File: src/rtl/route_reserve_arbiter.sv
// rtl/route_reserve_arbiter.sv - per-output route reservation arbiter with round-robin selection
//
// Each router output port is either FREE or LOCKED to one input port. Inputs
// ask for an output with req_valid/req_port, win it through a per-output
// round-robin pointer, and hand it back with a relieve pulse once the tail
// flit has gone through.
//
// Ports:
//   clk         rising-edge clock
//   rst         synchronous reset, active-high
//   req_valid   [P]      input i requests an output, held until its grant
//   req_port    [P*RW]   slice i: requested output index of input i
//   relieve     [P]      input i releases the output it owns (one-cycle pulse)
//   grant       [P]      one-cycle pulse: reservation accepted for input i
//   out_locked  [P]      output o is reserved
//   out_owner   [P*RW]   slice o: input owning output o (crossbar select)
//   req_error   1        a valid request named an output index >= P
module route_reserve_arbiter #(
  parameter int P             = 5,
  parameter int REQUEST_WIDTH = 3
) (
  input  logic                       clk,
  input  logic                       rst,
  input  logic [P-1:0]               req_valid,
  input  logic [P*REQUEST_WIDTH-1:0] req_port,
  input  logic [P-1:0]               relieve,
  output logic [P-1:0]               grant,
  output logic [P-1:0]               out_locked,
  output logic [P*REQUEST_WIDTH-1:0] out_owner,
  output logic                       req_error
);

  typedef enum logic {FREE = 1'b0, LOCKED = 1'b1} outState_t;

  outState_t                state   [P];
  logic [REQUEST_WIDTH-1:0] owner   [P];
  logic [REQUEST_WIDTH-1:0] rrPtr   [P];

  logic [REQUEST_WIDTH-1:0] reqPort [P];
  logic [REQUEST_WIDTH-1:0] winner  [P];
  logic [P-1:0]             portInRange;
  logic [P-1:0]             ownsOutput;
  logic [P-1:0]             lockNow;
  logic [P-1:0]             freeNow;
  logic [P-1:0]             nextGrant;

  always_comb begin
    for (int i = 0; i < P; i++) begin
      reqPort[i]     = req_port[i*REQUEST_WIDTH +: REQUEST_WIDTH];
      portInRange[i] = int'(reqPort[i]) < P;
    end
  end

  // An input that already holds an output may not compete for another one;
  // this also blocks a same-cycle relieve+request until the release has landed.
  always_comb begin
    ownsOutput = '0;
    for (int o = 0; o < P; o++)
      for (int i = 0; i < P; i++)
        if (state[o] == LOCKED && owner[o] == REQUEST_WIDTH'(i))
          ownsOutput[i] = 1'b1;
  end

  // Round-robin search per output, starting at rrPtr and wrapping P-1 -> 0.
  // A LOCKED output never arbitrates, so the edge that frees it cannot regrant it.
  always_comb begin
    int idx;
    idx = 0;
    for (int o = 0; o < P; o++) begin
      lockNow[o] = 1'b0;
      freeNow[o] = 1'b0;
      winner[o]  = '0;
      if (state[o] == FREE) begin
        for (int k = 0; k < P; k++) begin
          idx = int'(rrPtr[o]) + k;
          if (idx >= P)
            idx = idx - P;
          if (!lockNow[o] && req_valid[idx] && reqPort[idx] == REQUEST_WIDTH'(o) &&
              !ownsOutput[idx] && !grant[idx]) begin
            lockNow[o] = 1'b1;
            winner[o]  = REQUEST_WIDTH'(idx);
          end
        end
      end else begin
        for (int i = 0; i < P; i++)
          if (relieve[i] && owner[o] == REQUEST_WIDTH'(i))
            freeNow[o] = 1'b1;
      end
    end
  end

  // Each input names a single output, so at most one output can pick it.
  always_comb begin
    nextGrant = '0;
    for (int o = 0; o < P; o++)
      for (int i = 0; i < P; i++)
        if (lockNow[o] && winner[o] == REQUEST_WIDTH'(i))
          nextGrant[i] = 1'b1;
  end

  always_ff @(posedge clk) begin
    if (rst) begin
      for (int o = 0; o < P; o++) begin
        state[o] <= FREE;
        owner[o] <= '0;
        rrPtr[o] <= '0;
      end
      grant     <= '0;
      req_error <= 1'b0;
    end else begin
      for (int o = 0; o < P; o++) begin
        case (state[o])
          FREE: begin
            if (lockNow[o]) begin
              state[o] <= LOCKED;
              owner[o] <= winner[o];
              rrPtr[o] <= (int'(winner[o]) == P - 1) ? '0 : winner[o] + 1'b1;
            end
          end
          LOCKED: begin
            // owner keeps its last value after release
            if (freeNow[o])
              state[o] <= FREE;
          end
          default: state[o] <= FREE;
        endcase
      end
      grant     <= nextGrant;
      req_error <= |(req_valid & ~portInRange);
    end
  end

  always_comb begin
    for (int o = 0; o < P; o++) begin
      out_locked[o]                                   = (state[o] == LOCKED);
      out_owner[o*REQUEST_WIDTH +: REQUEST_WIDTH]     = owner[o];
    end
  end

endmodule

File: config.mk
export PLATFORM = sky130hd
export DESIGN_NAME = route_reserve_arbiter
export DESIGN_NICKNAME = d
export VERILOG_FILES = /design/src/rtl/route_reserve_arbiter.sv
export SDC_FILE = /design/constraint.sdc
export NUM_CORES = 1
export LEC_CHECK = 0
export BUFFER_PORTS_ARGS = -buffer_cell sky130_fd_sc_hd__buf_2
export CAP_MARGIN = 20
export CORE_UTILIZATION = 58
export DETAILED_ROUTE_END_ITERATION = 12
export PLACE_DENSITY = 0.84
export SLEW_MARGIN = 5
export SYNTH_ARGS = -nofsm -noshare
export SYNTH_HDL_FRONTEND = slang
export SYNTH_SLANG_ARGS = --single-unit
File: constraint.sdc
create_clock -name clk -period 5.2 [get_ports clk]
set_input_delay 0.26 -clock clk [delete_from_list [all_inputs] [get_ports clk]]
set_output_delay 0.26 -clock clk [all_outputs]
set_load 0.02 [all_outputs]
-- Word-level counts from Yosys, hierarchy flattened
Memories as Yosys holds them, arrays and structs flattened.
Cells that the tools add are included.
- memory bits (writable): 35
- logic and storage cells: 1080
- output and inout port bits: 26
- bits in latches: 0
- memories kept: 3
- flip-flop bits (word level): 6
- input bits: 27
- memory bits (read-only): 0
- memories (memory ; depth ; bits a word ; read ports ; clocked after Yosys merged registers in ; write ports ; line ; source):
    owner ; 5 ; 3 ; 5 ; 0 ; 5 ; 36 ; logic [REQUEST_WIDTH-1:0] owner [P];
    rrPtr ; 5 ; 3 ; 5 ; 0 ; 5 ; 37 ; logic [REQUEST_WIDTH-1:0] rrPtr [P];
    state ; 5 ; 1 ; 5 ; 0 ; 5 ; 35 ; outState_t state [P];
- div/mod/pow operators: 0
- add/subtract/negate cells: 50
- shifts and indexed selects: 0
- magnitude comparators: 80
- eq/ne operators: 65
- reduce and logical (&&, ||, !) cells: 256
- bitwise gates (word level): 47
- multiply operators: 0
- multiplexer cells: 577
- operators by type and width (kind ; number):
    $mux 32 ; 50
    $ge 32x4->1 const B ; 25
    $lt 32x5->1 const B ; 25
    $not 32->32 ; 25
    $mux 1 ; 332
    $mux 3 ; 95
    $bmux 1 s3 ; 75
    $bmux 3 s3 ; 25
    $logic_and 1x1->1 ; 170
    $sub 4x3->5 const B ; 20
    $eq 3x2->1 const B ; 30
    $ge 4x3->1 const B ; 20
    $logic_not 1->1 ; 70
    $eq 3x3->1 const B ; 20
    $eq 3x1->1 const B ; 15
    $logic_not 3->1 ; 15
    $add 3x2->4 const B ; 10
    $add 3x1->4 const B ; 5
    $add 3x3->4 const B ; 5
    $or 1x1->1 ; 20
    $sub 3x3->4 const B ; 5
    $add 3x1->3 const B ; 5
    $ge 3x3->1 const B ; 5
    $lt 3x3->1 const B ; 5
    other kinds (3) ; 3

-- Logic depth before layout (Yosys ltp)
Gate-level depths: netlist of the first run.
- depth after elaboration: 50
- mapped depth: 21
- depth with buffers taken out: 20

-- Worst setup path before layout of the first run
OpenSTA, ideal clock, no wires.
- kind: flip-flop to flip-flop
- from: memory rrPtr[0][0]
- to: register grant[3]
- arrival time: 4290 ps
- buffers on the path: 3
- library setup time: 130 ps
- slack: 780 ps
- clock period less this slack: 4420 ps
- stages on the path, launching flop included: 18
- required time: 5070 ps
- cells stage by stage: edfxtp_1 buf_2 inv_1 ha_1 clkbuf_1 buf_1 nor2_1 a221oi_1 nor4bb_1 a21o_1 o211ai_1 and3_1 o31ai_1 inv_1 ha_1 ha_1 a221oi_1 a21oi_1
- RTL lines (item ; line ; source):
    from (decl) ; 37 ;
    to (signal assigned) ; 128 ; grant <= nextGrant;
    to (decl) ; 27 ; output logic [P-1:0] grant,

==> results of run 1 <==
## flip-flops by register name (all words and copies together), names as in the netlist
name / count
owner: 15
rrPtr: 15
grant: 5
state: 5
req_error: 1
## worst max-delay path, stage by stage, from the launching register on
cell and delay, ns:
edfxtp_1 0.59, and3b_1 0.27, a32o_1 0.28, nor3_1 0.95, buf_4 0.31, nand4_1 0.13, a211oi_1 0.38, o221ai_1 0.21
nor4b_1 0.27, o21ai_0 0.13, a21oi_1 0.31, inv_1 0.11, ha_1 0.21, nor4bb_1 0.16, a311oi_1 0.40, a31oi_1 0.14
## worst paths after layout
path	end	startpoint	cells past startpoint	slack (ns)
setup reg to reg	grant[0]$_SDFF_PP0_	state[0]$_SDFFCE_PP0P_	15	0.23
hold / removal	req_error$_SDFF_PP0_	req_port[8]	3	0.46
hold reg to reg	state[4]$_SDFFE_PP0P_	state[4]$_SDFFE_PP0P_	2	0.75
setup / recovery	grant[0]$_SDFF_PP0_	state[0]$_SDFFCE_PP0P_	15	0.23
## kinds of logic (layout without fill, tap and decap cells)
kind of cell | count (synthesis) | in the layout | synth area share (%)
AOI/OAI and AO/OA | 404 | 404 | 30.9
xor gates and xnor gates | 19 | 19 | 1.73
adders and majority gates | 77 | 77 | 10.0
buffers and inverters | 135 | 173 | 5.76
DFF | 41 | 41 | 12.1
muxes | 49 | 49 | 6.30
and+or+nand+nor | 546 | 546 | 33.2
## layout make-up
cell class / instances / area [sq um]
sequential: 41 / 1160
tap: 216 / 270
clock buffer: 5 / 125
multi-input combinational: 1095 / 7910
inverter: 65 / 244
timing repair buffer: 100 / 621
clock inverter: 3 / 21.3
fill: 1446 / 5650
## routing by layer
layer | up-vias | wire, microns
li1 | 5041 | -
met1 | 5341 | 14400
met2 | 920 | 15100
met3 | 201 | 5380
met4 | 0 | 2020
met5 | - | 0
## metrics by stage
stage | hold slack, ns | instance area (sq um)
floorplan | 0.451 | 9600
global placement | 0.682 | 10200
detailed placement | 0.689 | 10200
CTS | 0.432 | 10300
global route | 0.448 | 10300
finish | 0.464 | 10300
## repair_timing
action	CTS	global route
hold buffers	0	0
resized for setup	0	4
endpoints found under the setup margin	0	7
## cell usage in the layout, fill, tap and decap left out, drive strengths merged, types with 13 or more instances in the layout
cell	instances
a211oi	21
or4	14
or2	13
a21o	16
a31oi	26
nand2	91
o31ai	17
nand2b	28
or3	17
and3	25
nor4b	15
xnor2	13
buf	100
nor3	51
o21ai	66
inv	64
nor2b	18
edfxtp	34
nor2	99
nand4	20
nor4	14
nor4bb	13
ha	77
a21oi	71
nand3	38
and2	20
mux2i	30
nor3b	25
==> summary.txt, run 1 <==
Outcome
  • Outcome: complete, no violations

Final layout
  • Nets: 1412
  • Area growth syn-to-layout: 7.85%
  • Layout cells sized above 1: 14.5%
  • ANT cells: 0
  • Layout Utilization: 64.7%
  • Cell Count, Final, Fillers Out: 1525

Floorplan
  • Initial Util: 60.0%
  • Num ports: 53
  • Core Region: 16000 sq um
  • Die Y: 131 microns
  • Die area: 17100 sq um
  • Row count: 46
  • Die Width: 131 microns

Drt
  • WL per Instance: 24.2 microns
  • DRC Markers: 0
  • 1st-iter DRT viols: 1700
  • Vias: 11.5k
  • Vias per inst: 7.54
  • Post-DRT Antenna Nets: 0
  • Pre-antenna DRT Iters: 8
  • Routed WL: 36.8 mm

STA
  • Period utilization: 95.6%
  • Worst Skew: 0.00542 ns
  • RSZ-0062 raised after global routing: no
  • Final worst setup slack: 0.227 ns
  • Final Hold Fails: 0
  • Max-slew violation count: 0
  • Max_slew headroom: 21.9%
  • Fmax: 201 MHz
  • Setup TNS: 0 ns
  • # setup viols final: 0
  • Worst Tran Pin Value: 1.16 ns
  • Minimum clock period: 4.97 ns

Yosys
  • Synthesized cell area: 9600 sq um
  • Avg Synthesized Cell Area: 7.55 sq um
  • Largest cells by area after synthesis: edfxtp_1 (11%), ha_1 (10%), nor2_1 (3.8%), a21oi_1 (3.7%), nand2_1 (3.5%)
  • EDFF count, synth: 34
  • Area leader, netlist: edfxtp_1
  • Synth Register Bits: 41
  • Yosys top cell area share: 10.6%
  • Synth Net Count: 1375
  • Synthesis Warnings: 0
  • Main flop type after synthesis: edfxtp_1
  • Most instantiated cells after synthesis: nor2_1 (98), nand2_1 (90), ha_1 (77)
  • Count leader, synth: nor2_1
  • Seq/Total Area, Yosys: 12.1%
  • Ys async rst share: 0%
  • Post-Syn Instances: 1271
  • Synth unique cells: 110

GRT
  • GRT Resource Usage Total: 42.3%
  • Global route total overflow: 0
  • GR Layer Usage met1: 56.8%
  • Vias in the first global route: 10.0k
  • Met2 GRT Util: 62.3%
  • Met3 Resource Use GR: 12.3%
  • Pin count of the biggest net entering global routing: 29
  • Gr busiest metal: met2
  • Initial antenna violation count: 0
  • First-pass GRT wire length: 55.0 mm

Worst setup path
  • CP endpoint kind: register
  • Peak fanout along the critical path: 9
  • CP startpoint kind: register
  • Crit Path Class: register to register
  • Worst path arrival time: 5.13 ns
  • Critical path required time: 5.36 ns

Job
  • Max cap viols: 0

Place
  • Inst Count DP: 1517
  • Post-DP HPWL: 27.8 mm
  • Port Buffers: 52
  • Final Wtd Congestion: 1.08
  • DP Worst Slack: 0.320 ns

Clocking
  • Maximum clock path buffer count: 2
  • Clock latency on the worst-skew pair: 0.29 ns
  • Clock Sinks: 41
  • CTS clk-pin slew, worst paths: 0.07 ns
  • H-tree Lvls: 2
  • CTS Root Cell: clkbuf_16
  • Post-CTS setup buffer count: 0
  • CTS tree: done
  • TritonCTS buffer count: 5

Hold path
  • Hold Crit Class: primary input to register
Power of run 1 is left out: the tool's default activity adds up to more than one toggle a clock period on the data nets, which glitch-free logic cannot reach.
==> inputs of run 2 (changes only) <==
ABC_AREA = 1   (was unset)
==> summary.txt, run 2 <==
STA
  • RSZ-0062 raised after global routing: no
  • Setup TNS: 0 ns (unchanged)
  • # setup viols final: 0 (unchanged)
  • Period utilization: 88.9% (-6.8 points)
  • Max_slew headroom: 44.3% (+22 points)
  • Max-slew violation count: 0 (unchanged)
  • Minimum clock period: 4.62 ns (-0.352 ns)
  • Worst Tran Pin Value: 0.828 ns (-0.334 ns)
  • Fmax: 216 MHz (+7.6%)
  • Worst Skew: 0.00715 ns (+0.00173 ns)
  • Final Hold Fails: 0 (unchanged)

Yosys
  • Synth unique cells: 57 (-48%)
  • Seq/Total Area, Yosys: 12.4% (+0.28 points)
  • Synth Register Bits: 41 (unchanged)
  • Ys async rst share: 0% (unchanged)
  • Most instantiated cells after synthesis: nand2_1 (527), inv_1 (242), nand3_1 (202)
  • Post-Syn Instances: 1691 (+33%)
  • Synthesis Warnings: 0 (unchanged)
  • Synthesized cell area: 9380 sq um (-2.2%)
  • Synth Net Count: 1795 (+31%)
  • Count leader, synth: nand2_1
  • Largest cells by area after synthesis: nand2_1 (21%), edfxtp_1 (11%), nand3_1 (11%), ha_1 (10%), inv_1 (9.7%)
  • Area leader, netlist: nand2_1
  • Avg Synthesized Cell Area: 5.55 sq um (-27%)
  • EDFF count, synth: 34 (unchanged)
  • Main flop type after synthesis: edfxtp_1
  • Yosys top cell area share: 21.1% (+10 points)

GRT
  • Pin count of the biggest net entering global routing: 21 (-28%)
  • Global route total overflow: 0 (unchanged)
  • GRT Resource Usage Total: 39.4% (-2.9 points)
  • Initial antenna violation count: 0 (unchanged)
  • Vias in the first global route: 10.3k (+2.9%)
  • First-pass GRT wire length: 51.3 mm (-6.7%)

Drt
  • Pre-antenna DRT Iters: 8 (unchanged)
  • Vias per inst: 5.98 (-21%)
  • WL per Instance: 17.0 microns (-30%)
  • Post-DRT Antenna Nets: 0 (unchanged)
  • 1st-iter DRT viols: 1357 (-20%)
  • Vias: 11.6k (+0.99%)
  • DRC Markers: 0 (unchanged)
  • Routed WL: 33.0 mm (-10%)

Clocking
  • H-tree Lvls: 2 (unchanged)
  • Post-CTS resize count: 0 (unchanged)
  • Post-CTS setup buffer count: 0 (unchanged)
  • CTS clk-pin slew, worst paths: 0.07 ns (about the same)
  • Maximum clock path buffer count: 2 (unchanged)
  • TritonCTS buffer count: 5 (unchanged)
  • Clock latency on the worst-skew pair: 0.30 ns (about the same)
  • Clock Sinks: 41 (unchanged)
  • CTS Root Cell: clkbuf_16
  • CTS tree: done
  • Hold-fix buffers at CTS: 0 (unchanged)

Worst setup path
  • Worst path arrival time: 4.81 ns (-0.32 ns)
  • CP Buf/Inv Count: 7 (+5)
  • CP startpoint kind: register
  • Max incr delay on CP: 0.66 ns (-0.29 ns)
  • Peak fanout along the critical path: 17 (+8)
  • Family with the most delay on the worst path: simple AND/OR/NAND/NOR gates
  • Crit Path Class: register to register
  • Slowest CP cell: edfxtp_1
  • Critical path required time: 5.39 ns (+0.03 ns)
  • CP endpoint kind: register

Place
  • Post-DP HPWL: 26.0 mm (-6.5%)
  • Final Wtd Congestion: 1.04 (-4.2%)
  • Port Buffers: 52 (unchanged)

Floorplan
  • Die area: 16700 sq um (-2.2%)
  • Num ports: 53 (unchanged)
  • Core Region: 15800 sq um (-1.1%)
  • Initial Util: 59.3% (-0.70 points)
  • Die Width: 129 microns (-1.1%)
  • Row count: 46 (unchanged)
  • Die Y: 129 microns (-1.1%)

Final layout
  • Layout cells sized above 1: 8.74% (-5.8 points)
  • Register area: 1160 sq um (unchanged)
  • Biggest registers after layout: owner (15), rrPtr (15)
  • ANT cells: 0 (unchanged)
  • Nets: 1830 (+30%)
  • Most frequent cells in the layout: nand2_1 (527), inv_1 (242), nand3_1 (202)
  • Fill count: 1575 (+8.9%)
  • Area of the multi-input gates: 7060 sq um (-11%)
  • Area growth syn-to-layout: 6.03%
  • Commonest non-fill, non-tap cell in the layout: nand2_1

Outcome
  • Outcome: complete, no violations

Job
  • Max cap viols: 0 (unchanged)

Hold path
  • Hold Crit Class: primary input to register
run 2: layout make-up:
| type | count | share of cell area, % |
|---|---|---|
| Multi-Input combinational cell | 1361 | 71.0 |
| Sequential cell | 41 | 11.7 |
| Inverter | 259 | 9.82 |
| Timing Repair Buffer | 58 | 3.07 |
| Tap cell | 216 | 2.72 |
| Clock buffer | 5 | 1.26 |
| Clock inverter | 3 | 0.440 |
run 2: metrics by stage:
step           util [%]  area [sq um]  setup slack (ns)  instances  hold WS (ns)
5_1_grt            62.8          9950             0.207       1943         0.320
2_1_floorplan         -          9380              1.60       1691         0.532
3_3_place_gp       61.7          9770             0.579       1935         0.604
6_report           62.8          9950             0.580       1943         0.295
4_1_cts            62.8          9940             0.509       1943         0.288
3_5_place_dp       61.7          9770             0.539       1935         0.601
run 2: metal layers:
layer | GRT usage [%] | up-vias | part of all wire (%)
li1 | - | 5593 | -
met1 | 48.8 | 5116 | 38
met2 | 63.4 | 751 | 44
met3 | 8.42 | 157 | 12
met4 | 22.1 | 0 | 5.7
met5 | 0 | - | 0
run 2: worst register-to-register path, delay by kind of cell (launching register included):
kind	cells	cell delay [ns]
compound gates	1	0.08
fa+ha+maj	3	0.70
flops	1	0.66
simple gates	19	2.15
buf+inv	7	0.89
run 2: cells by family after synthesis:
logic type / Yosys count / share of synthesized area [%]
AO/OA/AOI/OAI: 193 / 12.6
XOR/XNOR: 26 / 2.43
adder cells (fa/ha/maj): 77 / 10.3
buffers and inverters: 289 / 12.4
flip-flops: 41 / 12.4
AND/OR/NAND/NOR: 1065 / 50.0
run 2: final timing paths:
path / from / endpoint / slack [ns] / depth (start not counted)
hold / removal: rst / state[4]$_SDFFE_PP0P_ / 0.30 / 2
setup / recovery: rrPtr[0][3]$_SDFFCE_PP0P_ / grant[0]$_SDFF_PP0_ / 0.58 / 30
setup reg to reg: rrPtr[0][3]$_SDFFCE_PP0P_ / grant[0]$_SDFF_PP0_ / 0.58 / 30
hold reg to reg: state[4]$_SDFFE_PP0P_ / state[4]$_SDFFE_PP0P_ / 0.66 / 2
Power of run 2 is left out for the same reason.
